--- config.mk ---
export PLATFORM = sky130hd
export DESIGN_NAME = i2s_audio_tx
export DESIGN_NICKNAME = d
export VERILOG_FILES = /design/src/rtl/audio_pkg.sv /design/src/rtl/i2s_clk_div.sv /design/src/rtl/i2s_audio_tx.sv
export SDC_FILE = /design/constraint.sdc
export NUM_CORES = 1
export LEC_CHECK = 0
export ABC_AREA = 1
export CAP_MARGIN = 20
export CORE_AREA = 2 2 113 82
export CTS_BUF_LIST = sky130_fd_sc_hd__clkbuf_16
export CTS_CLUSTER_SIZE = 20
export DETAILED_ROUTE_END_ITERATION = 8
export DIE_AREA = 0 0 115 84
export PLACE_DENSITY = 0.52
export SLEW_MARGIN = 10
export SYNTH_ARGS = -nofsm -noshare
export SYNTH_HDL_FRONTEND = slang
export SYNTH_SLANG_ARGS = --single-unit
--- constraint.sdc ---
create_clock -name clk -period 2.43 [get_ports clk]
set_input_delay 0.243 -clock clk [delete_from_list [all_inputs] [get_ports clk]]
set_output_delay 0.243 -clock clk [all_outputs]
set_load 0.01 [all_outputs]
--- src/rtl/audio_pkg.sv ---
// Shared audio types and widths for the tone path (note generator and I2S sink).
package audio_pkg;

    localparam int unsigned AUDIO_W    = 16;
    localparam int unsigned FRAME_BITS = 32;

    typedef logic signed [AUDIO_W-1:0] audio_sample_t;

    typedef struct packed {
        audio_sample_t left;
        audio_sample_t right;
    } stereo_frame_t;

endpackage

--- src/rtl/i2s_clk_div.sv ---
// Free-running divider producing MCLK/SCK/LRCK as register taps plus shift/frame edge decodes.
module i2s_clk_div
    import audio_pkg::*;
#(
    parameter int unsigned MCLK_DIV_LOG2 = 2,
    parameter int unsigned SCK_DIV_LOG2  = 4
) (
    input  logic clk,
    input  logic rst,
    output logic mclk,
    output logic sck,
    output logic lrck,
    output logic shift_edge_c,
    output logic frame_edge_c
);

    localparam int unsigned CW = SCK_DIV_LOG2 + $clog2(FRAME_BITS);

    if (MCLK_DIV_LOG2 < 1 || SCK_DIV_LOG2 <= MCLK_DIV_LOG2) begin : g_bad_params
        $error("i2s_clk_div: need 1 <= MCLK_DIV_LOG2 < SCK_DIV_LOG2");
    end

    logic [CW-1:0] cnt;

    always_ff @(posedge clk or posedge rst) begin
        if (rst) begin
            cnt <= '0;
        end else begin
            cnt <= cnt + CW'(1);
        end
    end

    // Clock outputs are straight register bits, so they cannot glitch.
    assign mclk = cnt[MCLK_DIV_LOG2-1];
    assign sck  = cnt[SCK_DIV_LOG2-1];
    assign lrck = cnt[CW-1];

    assign shift_edge_c = &cnt[SCK_DIV_LOG2-1:0];
    assign frame_edge_c = &cnt;

endmodule

--- src/rtl/i2s_audio_tx.sv ---
// Philips I2S transmitter for the Pmod I2S DAC; captures one stereo sample per frame.
// Optional mute input enabled by defining I2S_TX_MUTE_EN.
module i2s_audio_tx
    import audio_pkg::*;
#(
    parameter int unsigned MCLK_DIV_LOG2 = 2,
    parameter int unsigned SCK_DIV_LOG2  = 4
) (
    input  logic          clk,
    input  logic          rst,
    input  audio_sample_t audio_left,
    input  audio_sample_t audio_right,
`ifdef I2S_TX_MUTE_EN
    input  logic          mute,
`endif
    output logic          sample_strobe,
    output logic          audio_mclk,
    output logic          audio_lrck,
    output logic          audio_sck,
    output logic          audio_sdin
);

    logic                  shift_edge_c;
    logic                  frame_edge_c;
    logic [FRAME_BITS-1:0] shreg;
    stereo_frame_t         load_c;

    i2s_clk_div #(
        .MCLK_DIV_LOG2 (MCLK_DIV_LOG2),
        .SCK_DIV_LOG2  (SCK_DIV_LOG2)
    ) u_clk_div (
        .clk          (clk),
        .rst          (rst),
        .mclk         (audio_mclk),
        .sck          (audio_sck),
        .lrck         (audio_lrck),
        .shift_edge_c (shift_edge_c),
        .frame_edge_c (frame_edge_c)
    );

    assign sample_strobe = frame_edge_c;

    // Word loaded at the frame edge; muting only ever replaces a whole frame.
    always_comb begin
        load_c.left  = audio_left;
        load_c.right = audio_right;
`ifdef I2S_TX_MUTE_EN
        if (mute) begin
            load_c = '0;
        end
`endif
    end

    // SDIN takes the outgoing MSB on every SCK falling edge, giving the 1-SCK I2S delay.
    always_ff @(posedge clk or posedge rst) begin
        if (rst) begin
            shreg      <= '0;
            audio_sdin <= 1'b0;
        end else if (shift_edge_c) begin
            audio_sdin <= shreg[FRAME_BITS-1];
            if (frame_edge_c) begin
                shreg <= load_c;
            end else begin
                shreg <= {shreg[FRAME_BITS-2:0], 1'b0};
            end
        end
    end

endmodule

Word level (Yosys, flattened, before mapping). Index checks and enable logic that the tools add are counted.

$add $sub $neg: 1. Multiply operators: 0. Div/mod/pow operators: 0. $lt $le $gt $ge: 0. Equal/unequal tests: 0. Shifts and indexed selects: 0. Muxes and demuxes: 1. Bitwise operators: 0. Reductions and logical operators: 2.

Operator list (number): 32-bit 2-to-1 mux (1); 9-bit by 1-bit adder with 9-bit output (second input constant) (1); 9-bit AND reduction (1); 4-bit AND reduction (1).

Register bits: 42. Latch bits: 0. Bits in writable memories: 0. Bits in read-only memories: 0. Output and inout port bits: 5. Word-level logic and storage cells: 7. Memories: 0.

Logic depth before layout (Yosys ltp).
Word-level depth: 2. Depth in mapped cells: 13. Depth with buffers taken out: 10.

By module. From an unflattened synthesis, not the netlist that was laid out.

Cells, all modules: 316. Area total of the unflattened synthesis: 2234.6 um^2.

By module, submodules not included: i2s_audio_tx (times used 1, cells each 272, area each 1826.8 um^2, sequential area each 825.8 um^2); i2s_clk_div (times used 1, cells each 44, area each 407.9 um^2, sequential area each 225.2 um^2).

Least setup slack after synthesis. OpenSTA, ideal clock, no wires.

Path kind: register to register. From: register u_clk_div.cnt[1]. To: register shreg[10]. Setup time: 116 ps. Data arrival time: 1764 ps. Data required time: 2314 ps. Setup slack: 549 ps. Stages on the path, launching flop included: 13. Path through: dfrtp_1 > ha_1 > nand3_2 > buf_6 > nor2_4 > nand2_1 > nor2_1 > ha_1 > buf_2 > buf_2 > o21ai_0 > nand2_1 > nand2_1.

Cells in the longest elaborated chain, start to end: 2. Elaborated cells between the ends (all ways): 3.

RTL lines: start, declared (RTL line i2s_clk_div.sv:23) `logic [CW-1:0] cnt;`; start signal, assigned (RTL line i2s_clk_div.sv:29) `cnt <= cnt + CW'(1);`; 9-bit AND reduction (RTL line i2s_clk_div.sv:39) `assign frame_edge_c = &cnt;`; 32-bit 2-to-1 mux (RTL line i2s_audio_tx.sv:61) `if (frame_edge_c) begin`; end signal, assigned (RTL line i2s_audio_tx.sv:62) `shreg <= load_c;`; end signal, assigned (RTL line i2s_audio_tx.sv:64) `shreg <= {shreg[FRAME_BITS-2:0], 1'b0};`; end, declared (RTL line i2s_audio_tx.sv:25) `logic [FRAME_BITS-1:0] shreg;`.

Several ways; a longest one is shown, not always the timed one. A chain may end at the register's enable or synchronous reset.

Final worst setup path.
From: register u_clk_div.cnt[1]. To: output sample_strobe.

Cells in the longest elaborated chain, start to end: 1.

RTL lines: 9-bit AND reduction (RTL line i2s_clk_div.sv:39); end, declared (RTL line i2s_audio_tx.sv:16) `output logic sample_strobe,`.

No other way between the ends.

==> results.sh <==
export IMPL_worst_hold_slack_ns=0.260
export IMPL_detailroute_via_count=1642
export IMPL_setup_viol=0
export IMPL_utilization_pct=31.4
export IMPL_syn_to_layout_area_delta_pct=29.5
export IMPL_boundaryPins=39
export IMPL_synth_commonest_cells="sky130_fd_sc_hd__nand2_1 (137), sky130_fd_sc_hd__dfrtp_1 (42), sky130_fd_sc_hd__inv_1 (36)"
export IMPL_post_synth_inst_count=282
export IMPL_timing_critical_path_cells="ha_1 > nand3_2 > nor2_4 > nand2_1 > nor2_1 > ha_1 > clkdlybuf4s50_1"
export IMPL_period_minus_slack_ns=2.21
export IMPL_min_period_over_period_pct=90.9
export IMPL_number_of_sinks_handled_by_clock_tree_synthesis=42
export IMPL_routed_wirelength_microns=4200
export IMPL_worst_path_largest_cell_delay_ns=0.53
export IMPL_placement_rows=29
export IMPL_place_port_buffers=38
export IMPL_antenna_violating_nets_post_route=0
export IMPL_cts_resized=0
export IMPL_ff_latch_count_synth=42
export IMPL_drc_violations=0
export IMPL_netlist_top_cell_by_area="sky130_fd_sc_hd__dfrtp_1"
export IMPL_finalClockSkew_ns=0.00566
export IMPL_global_route_overflow_total=0
export IMPL_ctsLongestPathBuffers=2
export IMPL_timing_critical_path_max_delay_family="buffers and inverters"
export IMPL_post_synth_top_count_cell="sky130_fd_sc_hd__nand2_1"
export IMPL_clk_pin_slew_worst_paths_ns=0.06
export IMPL_ys_flop_type="sky130_fd_sc_hd__dfrtp_1"
export IMPL_sequential_element_share_of_the_synthesized_area_pct=49.8
export IMPL_grt_setup_unrepaired="no"
export IMPL_drt_initial_drc_count=75
export IMPL_total_of_warnings_raised_by_yosys=0
export IMPL_wl_per_cell_microns=9.85
export IMPL_post_cts_buffers=0
export IMPL_worstPathMaxFanout=4
export IMPL_die_h_microns=84
export IMPL_hold_class="primary input to async pin"
export IMPL_place_hpwl_microns=2730
export IMPL_core_region_area_sq_um=8710
export IMPL_cts_hold_buf=0
export IMPL_synth_lib_cells_used_distinct=18
export IMPL_timing_max_slew_rel_slack_pct=61.5
export IMPL_maximum_number_of_pins_on_one_net_before_global_route_repair=64
export IMPL_finish_net_count=354
export IMPL_cp_arrival_ns=1.97
export IMPL_slowest_stage="sky130_fd_sc_hd__clkdlybuf4s50_1"
export IMPL_max_cap_viols=0
export IMPL_grt_pass1_vias=1562
export IMPL_timing_critical_path_required_ns=2.19
export IMPL_timing_worst_setup_path_type="register to primary output"
export IMPL_design_area_sq_um=2740
export IMPL_detailedRoute_firstPassIterationCount=4
export IMPL_gpl_final_weighted_congestion=0.683
export IMPL_achievable_frequency_ghz=0.453
export IMPL_globalRouteTotalUtil_pct=9.68
export IMPL_mean_syn_cell_area_sq_um=7.49
export IMPL_critPathMostFrequentCell="sky130_fd_sc_hd__ha_1"
export IMPL_drive_above_1_share_pct=6.60
export IMPL_measured_slew_at_the_worst_slew_check_pin_ns=0.576
export IMPL_synth_top_cells_by_area="sky130_fd_sc_hd__dfrtp_1 (50%), sky130_fd_sc_hd__nand2_1 (24%), sky130_fd_sc_hd__inv_1 (6.4%)"
export IMPL_max_vdd_ir_drop_uv=273
export IMPL_status="complete, no violations"
export IMPL_synth_area_sq_um=2110
export IMPL_synth_fp_nets=319
export IMPL_clock_root_buffer="sky130_fd_sc_hd__clkbuf_16"
export IMPL_cts_made_buffers=5
export IMPL_leakage_nw=1.37
export IMPL_hold_viol=0
export IMPL_crit_path_start_kind="register"
export IMPL_antenna_found_initial=0
export IMPL_clk_insertion_delay_late_ns=0.28
export IMPL_global_route_wire_length_before_repair_microns=7390
export IMPL_place_area_sq_um=2570
export IMPL_worst_path_buf_inv=1
export IMPL_antenna_cells_inserted=0
export IMPL_die_w_microns=115
export IMPL_final_setup_tns_ns=0
export IMPL_worst_setup_path_end_kind="primary output"
export IMPL_initial_utilization_pct=24.3
export IMPL_tritoncts="built"
export IMPL_dieArea_sq_um=9660
export IMPL_synth_enable_flop_cells=0
export IMPL_cts_htree_levels=2
export IMPL_pwr_density_cell_nw_per_um2=552
export IMPL_synth_top_area_share_pct=49.8
export IMPL_drv_slew=0
export IMPL_detail_route_vias_per_cell=3.85
export IMPL_synth_async_sr_flop_share_pct=100
==> sequential cells by signal (all words and copies together) (netlist names) <==
register       flops
audio_sdin         1
shreg             32
u_clk_div.cnt      9
==> final timing paths <==
path	startpoint	endpoint	slack (ns)	cells past startpoint
min reg2reg	shreg[31]	audio_sdin	0.47	2
min in group clk	shreg[31]	audio_sdin	0.47	2
max in group asynchronous	rst	u_clk_div.cnt[4]	1.64	3
max	u_clk_div.cnt[1]	sample_strobe	0.22	7
max reg2reg	u_clk_div.cnt[1]	shreg[28]	0.57	6
min	rst	shreg[30]	0.26	2
==> cell usage in the layout (no fill, tap or decap), drive strengths merged <==
cell and n:
nand2 141, dfrtp 42, clkdlybuf4s50 38, inv 37, o21ai 34, clkbuf 5
nor2 5, buf 4, nand3 3, ha 3, xnor2 2, clkinv 2
xor2 1, bufinv 1
==> cell families after synthesis <==
group / share of synthesized area, %
buffers and inverters: 11.4
AND/OR/NAND/NOR: 27.7
flip-flops: 49.8
adder cells (fa/ha/maj): 1.78
AO/OA/AOI/OAI: 8.06
XOR/XNOR: 1.24
==> report_power, final <==
group	switching, W	total (W)	internal [W]
Clock	0.000260	0.000741	0.000480
Sequential	0	0.000699	0.000699
Combinational	0.0000222	0.0000704	0.0000481
==> through the flow <==
step | std cells | setup WS (ns) | power [W]
after CTS | 426 | 0.197 | 0.00155
final | 426 | 0.220 | 0.00151
after detailed placement | 418 | 0.514 | 0.000785
after global placement | 418 | 0.528 | 0.000785
after floorplan | 282 | 0.549 | 0.000722
after global routing | 426 | 0.0747 | 0.00157
==> final cells by class <==
cell class	instances	area, sq um
multi-input combinational	189	822
timing repair buffer	42	423
inverter	37	139
tap	108	135
clock buffer	5	125
clock inverter	3	40.0
fill	957	5970
sequential	42	1050
==> routing by layer <==
metal	part of all wire [%]	vias up	track usage, %	wire length (microns)
met3	5.5	5	3.56	232
li1	-	908	-	-
met5	0	-	0	0
met4	0.83	0	2.63	35
met1	53	702	13.4	2230
met2	41	27	14.1	1700
(Power assumes the default switching activity.)
